## src/rtl/mnist_image_loader.sv

```systemverilog
// mnist_image_loader: byte-stream writer for the classifier image buffer.
// Assembles LSB-first bytes into DATA_WIDTH-bit pixels, writes them
// sequentially, then kicks off compute and waits for its result-ready edge.
module mnist_image_loader #(
    parameter int DATA_WIDTH = 16,
    parameter int ARRAY_A_L  = 784,
    parameter int ADDR_W     = 10
) (
    input  logic                  clk,
    input  logic                  reset_n,
    input  logic [7:0]            in_data,
    input  logic                  in_valid,
    output logic                  in_ready,
    input  logic                  abort,
    output logic                  wr_en,
    output logic [ADDR_W-1:0]     wr_addr,
    output logic [DATA_WIDTH-1:0] wr_data,
    output logic                  start_comp,
    input  logic                  comp_ready,
    output logic                  busy,
    output logic                  image_done
);

    localparam int NB   = DATA_WIDTH / 8;
    localparam int BC_W = (NB > 1) ? $clog2(NB) : 1;
    localparam logic [BC_W-1:0]   LAST_BYTE = BC_W'(NB - 1);
    localparam logic [ADDR_W-1:0] LAST_WORD = ADDR_W'(ARRAY_A_L - 1);

    typedef enum logic [1:0] {
        S_LOAD,
        S_START,
        S_WAIT,
        S_DONE
    } state_e;

    state_e                state_q, state_d;
    logic [BC_W-1:0]       byte_cnt_q, byte_cnt_d;
    logic [ADDR_W-1:0]     word_cnt_q, word_cnt_d;
    logic [DATA_WIDTH-1:0] asm_q, asm_d;
    logic                  comp_ready_prev_q, comp_ready_prev_d;
    logic                  in_ready_q, in_ready_d;
    logic                  wr_en_q, wr_en_d;
    logic [ADDR_W-1:0]     wr_addr_q, wr_addr_d;
    logic [DATA_WIDTH-1:0] wr_data_q, wr_data_d;
    logic                  start_comp_q, start_comp_d;
    logic                  busy_q, busy_d;
    logic                  image_done_q, image_done_d;

    logic                  accept;
    logic [DATA_WIDTH-1:0] pixel;

    // in_ready is registered, so the handshake has no in_valid->in_ready path
    assign accept = in_valid & in_ready_q;

    // Merge the incoming byte into its slot of the held bytes (LSB first)
    always_comb begin
        pixel = asm_q;
        pixel[{byte_cnt_q, 3'b000} +: 8] = in_data;
    end

    // Next-state and registered-output logic for the load/compute sequence
    always_comb begin
        // NOTE: every _d gets a default first so no path leaves a signal
        // unassigned, which would infer a latch.
        state_d           = state_q;
        byte_cnt_d        = byte_cnt_q;
        word_cnt_d        = word_cnt_q;
        asm_d             = asm_q;
        comp_ready_prev_d = comp_ready;
        in_ready_d        = in_ready_q;
        wr_en_d           = 1'b0;
        wr_addr_d         = wr_addr_q;
        wr_data_d         = wr_data_q;
        start_comp_d      = 1'b0;
        busy_d            = busy_q;
        image_done_d      = 1'b0;

        if (abort) begin
            // Abort wins over a same-cycle byte, which is simply not used
            state_d    = S_LOAD;
            byte_cnt_d = '0;
            word_cnt_d = '0;
            asm_d      = '0;
            busy_d     = 1'b0;
            in_ready_d = 1'b1;
        end else begin
            unique case (state_q)
                S_LOAD: begin
                    in_ready_d = 1'b1;
                    if (accept) begin
                        busy_d = 1'b1;
                        if (byte_cnt_q == LAST_BYTE) begin
                            byte_cnt_d = '0;
                            wr_en_d    = 1'b1;
                            wr_addr_d  = word_cnt_q;
                            wr_data_d  = pixel;
                            if (word_cnt_q == LAST_WORD) begin
                                // Drop in_ready on this edge so no byte of
                                // the next image slips in
                                state_d    = S_START;
                                in_ready_d = 1'b0;
                            end else begin
                                word_cnt_d = word_cnt_q + 1'b1;
                            end
                        end else begin
                            byte_cnt_d = byte_cnt_q + 1'b1;
                            asm_d      = pixel;
                        end
                    end
                end
                S_START: begin
                    in_ready_d   = 1'b0;
                    start_comp_d = 1'b1;
                    state_d      = S_WAIT;
                end
                S_WAIT: begin
                    in_ready_d = 1'b0;
                    // Only a fresh rising edge counts; a level left high from
                    // the previous image is ignored
                    if (comp_ready && !comp_ready_prev_q) begin
                        state_d      = S_DONE;
                        image_done_d = 1'b1;
                        busy_d       = 1'b0;
                    end
                end
                S_DONE: begin
                    byte_cnt_d = '0;
                    word_cnt_d = '0;
                    in_ready_d = 1'b1;
                    state_d    = S_LOAD;
                end
                default: begin
                    state_d = S_LOAD;
                end
            endcase
        end
    end

    // State and output registers, all cleared by the asynchronous reset
    always_ff @(posedge clk or negedge reset_n) begin
        if (!reset_n) begin
            state_q           <= S_LOAD;
            byte_cnt_q        <= '0;
            word_cnt_q        <= '0;
            asm_q             <= '0;
            comp_ready_prev_q <= 1'b0;
            in_ready_q        <= 1'b0;
            wr_en_q           <= 1'b0;
            wr_addr_q         <= '0;
            wr_data_q         <= '0;
            start_comp_q      <= 1'b0;
            busy_q            <= 1'b0;
            image_done_q      <= 1'b0;
        end else begin
            // NOTE: non-blocking assignments so every register samples the
            // pre-edge values, independent of statement order.
            state_q           <= state_d;
            byte_cnt_q        <= byte_cnt_d;
            word_cnt_q        <= word_cnt_d;
            asm_q             <= asm_d;
            comp_ready_prev_q <= comp_ready_prev_d;
            in_ready_q        <= in_ready_d;
            wr_en_q           <= wr_en_d;
            wr_addr_q         <= wr_addr_d;
            wr_data_q         <= wr_data_d;
            start_comp_q      <= start_comp_d;
            busy_q            <= busy_d;
            image_done_q      <= image_done_d;
        end
    end

    assign in_ready   = in_ready_q;
    assign wr_en      = wr_en_q;
    assign wr_addr    = wr_addr_q;
    assign wr_data    = wr_data_q;
    assign start_comp = start_comp_q;
    assign busy       = busy_q;
    assign image_done = image_done_q;

endmodule

```

## config.mk

```make
export PLATFORM = sky130hd
export DESIGN_NAME = mnist_image_loader
export DESIGN_NICKNAME = d
export VERILOG_FILES = /design/src/rtl/mnist_image_loader.sv
export SDC_FILE = /design/constraint.sdc
export NUM_CORES = 1
export LEC_CHECK = 0
export BUFFER_PORTS_ARGS = -buffer_cell sky130_fd_sc_hd__buf_4
export CAP_MARGIN = 20
export CORE_ASPECT_RATIO = 0.5
export CORE_MARGIN = 1.5
export CORE_UTILIZATION = 58
export CTS_CLUSTER_SIZE = 14
export DETAILED_ROUTE_END_ITERATION = 10
export GPL_TIMING_DRIVEN = 0
export PLACE_DENSITY = 0.85
export RECOVER_POWER = 25
export SYNTH_ARGS = -nofsm -noshare
export SYNTH_HDL_FRONTEND = slang
export SYNTH_SLANG_ARGS = --single-unit
```

## constraint.sdc

```tcl
create_clock -name clk -period 3.4 [get_ports clk]
set_input_delay 0.17 -clock clk [delete_from_list [all_inputs] [get_ports clk]]
set_output_delay 0.17 -clock clk [all_outputs]
set_load 0.01 [all_outputs]
```

---- After elaboration in Yosys (flattened, before gate mapping) ----
Cells that the tools add are included.
word-level totals
  register bits after elaboration ......... 61
  output and inout port bits .............. 31
  word-level logic and storage cells ...... 81
operators by class
  $add $sub $neg .......................... 3
  eq/ne operators ......................... 10
  shifts and indexed selects .............. 2
  multiplexer cells ....................... 38
  bitwise gates (word level) .............. 2
  reductions and logical operators ........ 14
operators with widths
  operator                number
  $mux 16                 4
  $mux 10                 4
  $pmux 10 s2             1
  $mux 1                  19
  $bwmux 16               1
  $shift 8x6->16 const A  1
  $shiftx 8x6->16         1
  $ne 3x3->1 const B      5
  $reduce_and 4->1        3
  $add 10x1->10 const B   1
  $eq 10x10->1 const B    1
  $mux 2                  5
  $pmux 2 s4              1
  $neg 4->6               1
  $reduce_and 3->1        2
  $reduce_bool 3->1       2
  $eq 2x2->1 const B      2
  $pmux 1 s2              2
  $reduce_bool 2->1       2
  $pmux 1 s3              1
  $eq 2x1->1 const B      1
  $logic_not 2->1         1
  $ne 2x2->1 const B      1
  $reduce_and 2->1        1
  6 further kinds         6

---- Depth between registers and ports, before layout ----
Gate-level depths: netlist of run 1.
  word-level depth ........................ 7
  mapped depth ............................ 8

---- Least setup slack after synthesis of run 1 ----
No wires, ideal clock.
  path kind ............................... reg2reg
  start ................................... register state_q[0]
  end ..................................... register wr_data_q[10], in the netlist wr_data[10]
  arrival time ............................ 2.013 ns
  setup slack ............................. 1.262 ns
  cell stages (with the launch flop) ...... 8
  path buffers ............................ 2
  cells stage by stage .................... dfrtp_1 > inv_1 > ha_1 > clkbuf_1 > nand2_1 > nor2_1 > buf_2 > mux2_2
between the ends
  cells in the longest elaborated chain, start to end .. 2
ends and longest elaborated chain
  element                     RTL line  RTL
  start, declared             36        state_e state_q, state_d;
  start signal, assigned      157       state_q <= state_d;
  $logic_not 2->1             87        unique case (state_q)
  $reduce_and 4->1 (no line)  n/a
  end signal, assigned        165       wr_data_q <= wr_data_d;
  end, declared               44        logic [DATA_WIDTH-1:0] wr_data_q, wr_data_d;
No other way between the ends.
A chain may end at the register's enable or synchronous reset.

---- Worst setup path in the final report of run 1 ----
  start ................................... register state_q[0]
  end ..................................... register wr_addr_q[4], in the netlist wr_addr[4]
between the ends
  cells in the longest elaborated chain, start to end .. 2
ends and longest elaborated chain
  element                     RTL line  RTL
  $logic_not 2->1             87
  $reduce_and 4->1 (no line)  n/a
  end signal, assigned        164       wr_addr_q <= wr_addr_d;
  end, declared               43        logic [ADDR_W-1:0] wr_addr_q, wr_addr_d;
No other way between the ends.

==> results of run 1 <==
-- stage by stage --
step,cell area (sq um),util [%]
final,2810,72.3
after global routing,2810,72.3
after CTS,2820,72.6
after detailed placement,2720,70.0
after global placement,2720,70.0
after floorplan,2340,-
-- cell usage after synthesis (3+ instances only) --
| cell | number | share of area [%] |
|---|---|---|
| o21ai_0 | 6 | 1.3 |
| inv_1 | 3 | 0.48 |
| mux2_2 | 26 | 13 |
| o31ai_1 | 13 | 4.2 |
| ha_1 | 6 | 3.2 |
| nor2_1 | 5 | 0.80 |
| dfrtp_1 | 53 | 57 |
| nand2b_1 | 5 | 1.3 |
| a21oi_1 | 15 | 3.2 |
| clkbuf_1 | 7 | 1.1 |
| buf_2 | 3 | 0.64 |
| o41ai_1 | 4 | 1.5 |
| nand3_1 | 3 | 0.64 |
| nand2_1 | 24 | 3.9 |
-- cell type report --
cell class / count / area (sq um)
timing repair buffer: 44 / 322
clock buffer: 6 / 72.6
buffer: 10 / 41.3
sequential: 53 / 1330
inverter: 3 / 11.3
fill: 285 / 1080
multi-input combinational: 133 / 957
tap: 54 / 67.6
clock inverter: 2 / 10.0
-- metal layers --
metal | part of all wire [%] | routed length, microns
met4 | 2.3 | 100
met3 | 5.0 | 220
met5 | 0 | 0
met1 | 45 | 1970
met2 | 48 | 2130
-- repair_timing --
item                                    4_1_cts  5_1_grt
hold endpoints to repair                     54        0
hold buffers                                  2        0
endpoints found under the setup margin        0        0
-- where the power goes --
| group | switching, mW | total, mW | internal [mW] | leakage, nW |
|---|---|---|---|---|
| Sequential | 0.0866 | 0.857 | 0.770 | 0.706 |
| Clock | 0.195 | 0.338 | 0.143 | 0.0450 |
| Combinational | 0.263 | 0.551 | 0.288 | 0.579 |
| Total | 0.544 | 1.75 | 1.20 | 1.33 |
-- state kept, by name (all words and copies together) (netlist names) --
| name | count |
|---|---|
| start_comp | 1 |
| state_q | 2 |
| wr_data | 16 |
| word_cnt_q | 10 |
| asm_q | 8 |
| byte_cnt_q | 1 |
| wr_addr | 10 |
| wr_en | 1 |
| comp_ready_prev_q | 1 |
| in_ready | 1 |
| image_done | 1 |
| busy | 1 |
-- critical path: cells and delay by family, from the launching register on --
kind / cells / cell delay [ps]
buffers and inverters: 3 / 830
and+or+nand+nor: 2 / 640
DFF: 1 / 450
muxes: 1 / 370
adders and majority gates: 1 / 150
-- how the worst min path moves through the flow --
stage	startpoint	to	slack, ps
4_1_cts	in_data[4]	wr_data[12]$_DFFE_PN0P_	100
2_1_floorplan	reset_n	asm_q[0]$_DFFE_PN0P_	-130
3_5_place_dp	reset_n	wr_addr[0]$_DFFE_PN0P_	250
5_1_grt	in_data[4]	wr_data[12]$_DFFE_PN0P_	90
6_report	in_data[4]	wr_data[12]$_DFFE_PN0P_	110
3_3_place_gp	reset_n	wr_en$_DFF_PN0_	230
-- cells by family after synthesis --
family	after synthesis	share of synthesized area, %
DFF	53	56.8
buffers and inverters	13	2.25
muxes	26	12.5
and+or+nand+nor	56	12.6
AOI/OAI and AO/OA	45	12.6
adders and majority gates	6	3.21
==> impl_metrics.toml, run 1 <==
[worst_setup_path]
cp.required_ps = 3590
worstRegToRegCells = 7
critical_path.max_fanout = 10
critPathLaunch = "state_q[0]$_DFFE_PN0P_"
timing_worst_setup_path_type = "flop to flop"
cpMaxStageDelayCell = "nor2_1"
critical_path.endpoint_type = "flop"
critPathArrivalTime_ps = 2750
crit_chain = "inv_1 > ha_1 > clkbuf_1 > nand2_1 > nor2_1 > buf_2 > mux2_2"
r2r_start = "state_q[0]$_DFFE_PN0P_"
cpPeakStageDelay_ps = 530
r2r_end = "wr_addr[4]$_DFFE_PN0P_"
endpoint = "wr_addr[4]$_DFFE_PN0P_"
critPathLaunchType = "flop"
r2r_slack_ps = 850

[clock_network]
clk_pin_slew_worst_paths_ps = 90
htreeDepth = 2
cts_setup_buffers = 0
cts_sinks = 53
cts_resized = 0
cts_made_buffers = 5
cts_buffer_depth = 2
root_buffer = "clkbuf_8"
worstSkewPairLatency_ps = 300
cts_tree = "done"

[cells_and_area]
area_delta_synth_final_pct = 20.2
finalNetCount = 269
layout_commonest_cell = "dfrtp_1"
final_cell_mix = "53 x dfrtp_1, 37 x buf_4, 26 x mux2_2"
stdcell_count = 305
insertedDiodeCount = 0
drive_gt1_share_pct = 31.9

[timing]
finalWorstSetupSlack_ps = 847
worst_slew_pin_slew_ps = 1270
max_freq_mhz = 392
hold_viol = 0
fin_crit_sh_pct = 75.1
fin_skew_ps = 7.70
finalSetupViolCount = 0
drv_slew = 0
rsz0062_at_grt = "false"
hold_slack_ps = 107
slew-limit-headroom_pct = 15.6
fin_crit_ps = 2550
tns_ps = 0

[global_route]
grt_usage_pct = 20.7
grt_max_degree = 54
grt_pass1_vias = 1463
use_met1_pct = 26.2
grt_first_pass_wirelength_microns = 6830
antenna_found_initial = 0
grtUsageMet3_pct = 5.40
top_usage_layer = "met2"
grt_overflow_total = 0
grtUsageMet2_pct = 36.3

[worst_hold_path]
hp-class = "input port to flop"
hold_depth = 2

[run]
cap_violations = 0

[floorplan]
die_h_microns = 47.9
pin_count = 44
die_w_microns = 92.8
initial_utilization_pct = 60.1
coreArea_sq_um = 3880
fp.dieArea_sq_um = 4440
rows = 16

[synth]
async_reset_ff_share_pct = 100
yosys_warnings = 0
synth_nets = 218
ys_seq_area_share_pct = 56.8
syn_area_sq_um = 2340
avgSynthCellArea_sq_um = 11.7
ys_ff_latch = 53
synth_cell_type_count = 35
syn_inst = 199
synth_edf_count = 0
synth-main-ff-cell = "dfrtp_1"

[detailed_routing]
routed_wl_microns = 4420
drt_iter0_drc = 75
firstDrtPassIters = 5
drc_errors = 0
ant_nets = 0
wl_per_cell_microns = 14.5
via_per_inst = 5.63
vias = 1716

[placed_design]
dp_cells = 295
port_buffers = 42
place_ws_ps = 840
hpwl_microns = 3040
place_congestion = 0.796

[pwr]
p_leak_nw = 1.33
vdd_drop_max_mv = 0.455
p_per_area_nw_per_um2 = 622
power_mw = 1.75

[outcome]
status = "complete, no violations"
Note: power is estimated with default switching activity, not from simulation.
==> inputs of run 2 (changes only) <==
--- a/config.mk
+++ b/config.mk
@@ -9,11 +9,11 @@
 export CAP_MARGIN = 20
 export CORE_ASPECT_RATIO = 0.5
 export CORE_MARGIN = 1.5
-export CORE_UTILIZATION = 58
+export CORE_UTILIZATION = 54
 export CTS_CLUSTER_SIZE = 14
 export DETAILED_ROUTE_END_ITERATION = 10
 export GPL_TIMING_DRIVEN = 0
-export PLACE_DENSITY = 0.85
+export PLACE_DENSITY = 0.8
 export RECOVER_POWER = 25
 export SYNTH_ARGS = -nofsm -noshare
 export SYNTH_HDL_FRONTEND = slang
==> constraint.sdc (replaced) <==
create_clock -name clk -period 2.5 [get_ports clk]
set_input_delay 0.125 -clock clk [delete_from_list [all_inputs] [get_ports clk]]
set_output_delay 0.125 -clock clk [all_outputs]
set_load 0.01 [all_outputs]
==> run 2 against run 1 <==
Count of clock-buffer cells in the layout grew 1. Cell count shrank 0.66%. Clock power grew 43%. Register-to-register slack lost 600 ps. Critical path type unchanged.
==> impl_metrics.toml, run 2 (synthesis results as in run 1) <==
[detailed_routing]
ant_nets = 0
routed_wl_microns = 4740
top_layer = "met4"
via_per_inst = 5.68
drc_errors = 0
drt_iter0_drc = 71
firstDrtPassIters = 4
wl_per_cell_microns = 15.6
wl_met2_microns = 2250
vias = 1722
wl_met1_microns = 2220
wl_met3_microns = 241

[floorplan]
initial_utilization_pct = 58.1
die_w_microns = 96.0
coreArea_sq_um = 4020
fp.dieArea_sq_um = 4750
pin_count = 44
die_h_microns = 49.5
rows = 16

[cells_and_area]
stdcell_count = 303
drive_gt1_share_pct = 31.3
largest_reg_flops = 16
final_cell_mix = "53 x dfrtp_1, 35 x buf_4, 26 x mux2_2"
layout_commonest_cell = "dfrtp_1"
insertedDiodeCount = 0
finalNetCount = 268
area_delta_synth_final_pct = 20.1
fillers = 297

[global_route]
grt_pass1_vias = 1749
grt_overflow_total = 0
antenna_found_initial = 0
grt_max_degree = 54
grt_first_pass_wirelength_microns = 8110
grt_usage_pct = 22.4

[timing]
fin_crit_ps = 2250
rsz0062_at_grt = "false"
finalSetupViolCount = 0
slew-limit-headroom_pct = 15.5
worst_slew_pin_slew_ps = 1270
fin_crit_sh_pct = 90.0
hold_viol = 0
hold_slack_ps = 66.0
max_freq_mhz = 444
fin_skew_ps = 6.42
drv_slew = 0

[clock_network]
htreeDepth = 2
cts_setup_buffers = 0
cts_tree = "done"
cts_sinks = 53
cts_made_buffers = 5
cts_buffer_depth = 2
clk_pin_slew_worst_paths_ps = 90
root_buffer = "clkbuf_8"
worstSkewPairLatency_ps = 300

[pwr]
p_leak_nw = 1.32
p_per_area_nw_per_um2 = 853
power_mw = 2.39
vdd_drop_max_mv = 0.560

[worst_setup_path]
critical_path.endpoint_type = "flop"
r2r_end = "word_cnt_q[9]$_DFFE_PN0P_"
critical_path.max_fanout = 10
timing_worst_setup_path_type = "flop to flop"
r2r_slack_ps = 250
critPathLaunchType = "flop"
cp.required_ps = 2670
critPathArrivalTime_ps = 2420
r2r_start = "state_q[0]$_DFFE_PN0P_"
worstRegToRegCells = 7
critPathLaunch = "state_q[0]$_DFFE_PN0P_"

[worst_hold_path]
hp-class = "input port to flop"
holdCritStartpoint = "in_data[1]"
hold_depth = 2
min_to = "wr_data[9]$_DFFE_PN0P_"

[run]
cap_violations = 0

[outcome]
status = "complete, no violations"

[placed_design]
dp_cells = 295
port_buffers = 42
hpwl_microns = 3230
place_congestion = 0.823
==> run 2: per-stage QoR <==
step	area, sq um	utilization (%)	worst slack, ps	setup TNS (ps)
5_1_grt	2810	69.7	85.0	0
2_1_floorplan	2340	-	362	0
3_3_place_gp	2720	67.6	-46.4	-786
6_report	2810	69.7	249	0
3_5_place_dp	2720	67.6	-158	-2740
4_1_cts	2830	70.3	70.6	0
==> run 2: worst max path at each step <==
stage                                endpoint  slack, ps
finish              word_cnt_q[9]$_DFFE_PN0P_        250
global route        word_cnt_q[9]$_DFFE_PN0P_         80
CTS                    wr_addr[6]$_DFFE_PN0P_         70
detailed placement     wr_addr[6]$_DFFE_PN0P_       -160
global placement       wr_addr[6]$_DFFE_PN0P_        -50
floorplan             wr_data[10]$_DFFE_PN0P_        360
==> run 2: what timing repair did <==
action / CTS / global route
endpoints found under the hold margin: 54 / 0
endpoints found under the setup margin: 19 / 21
resized for setup: 1 / 2
hold buffers: 2 / 0
==> run 2: critical path, stage by stage (launching register included) <==
cell,delay [ps]
dfrtp_1,460
ha_1,260
or2_2,130
clkbuf_1,390
o22ai_1,190
clkbuf_1,270
o31ai_1,310
o41ai_1,130
==> run 2: report_power, final <==
| part | leakage [nW] | switching, mW | internal (mW) |
|---|---|---|---|
| Sequential | 0.706 | 0.121 | 1.05 |
| Combinational | 0.566 | 0.361 | 0.382 |
| Clock | 0.0443 | 0.261 | 0.220 |
==> run 2: metal layers <==
layer / GRT usage, % / vias to the layer above
li1: - / 813
met3: 6.02 / 4
met4: 7.11 / 0
met5: 0 / -
met1: 29.1 / 849
met2: 36.9 / 56
==> run 2: layout make-up <==
cell class / instances / area [sq um] / share of cell area (%)
timing repair buffer: 44 / 310 / 11.1
inverter: 3 / 11.3 / 0.401
sequential: 53 / 1330 / 47.3
tap: 54 / 67.6 / 2.41
buffer: 9 / 37.5 / 1.34
clock buffer: 7 / 86.3 / 3.08
multi-input combinational: 133 / 967 / 34.5
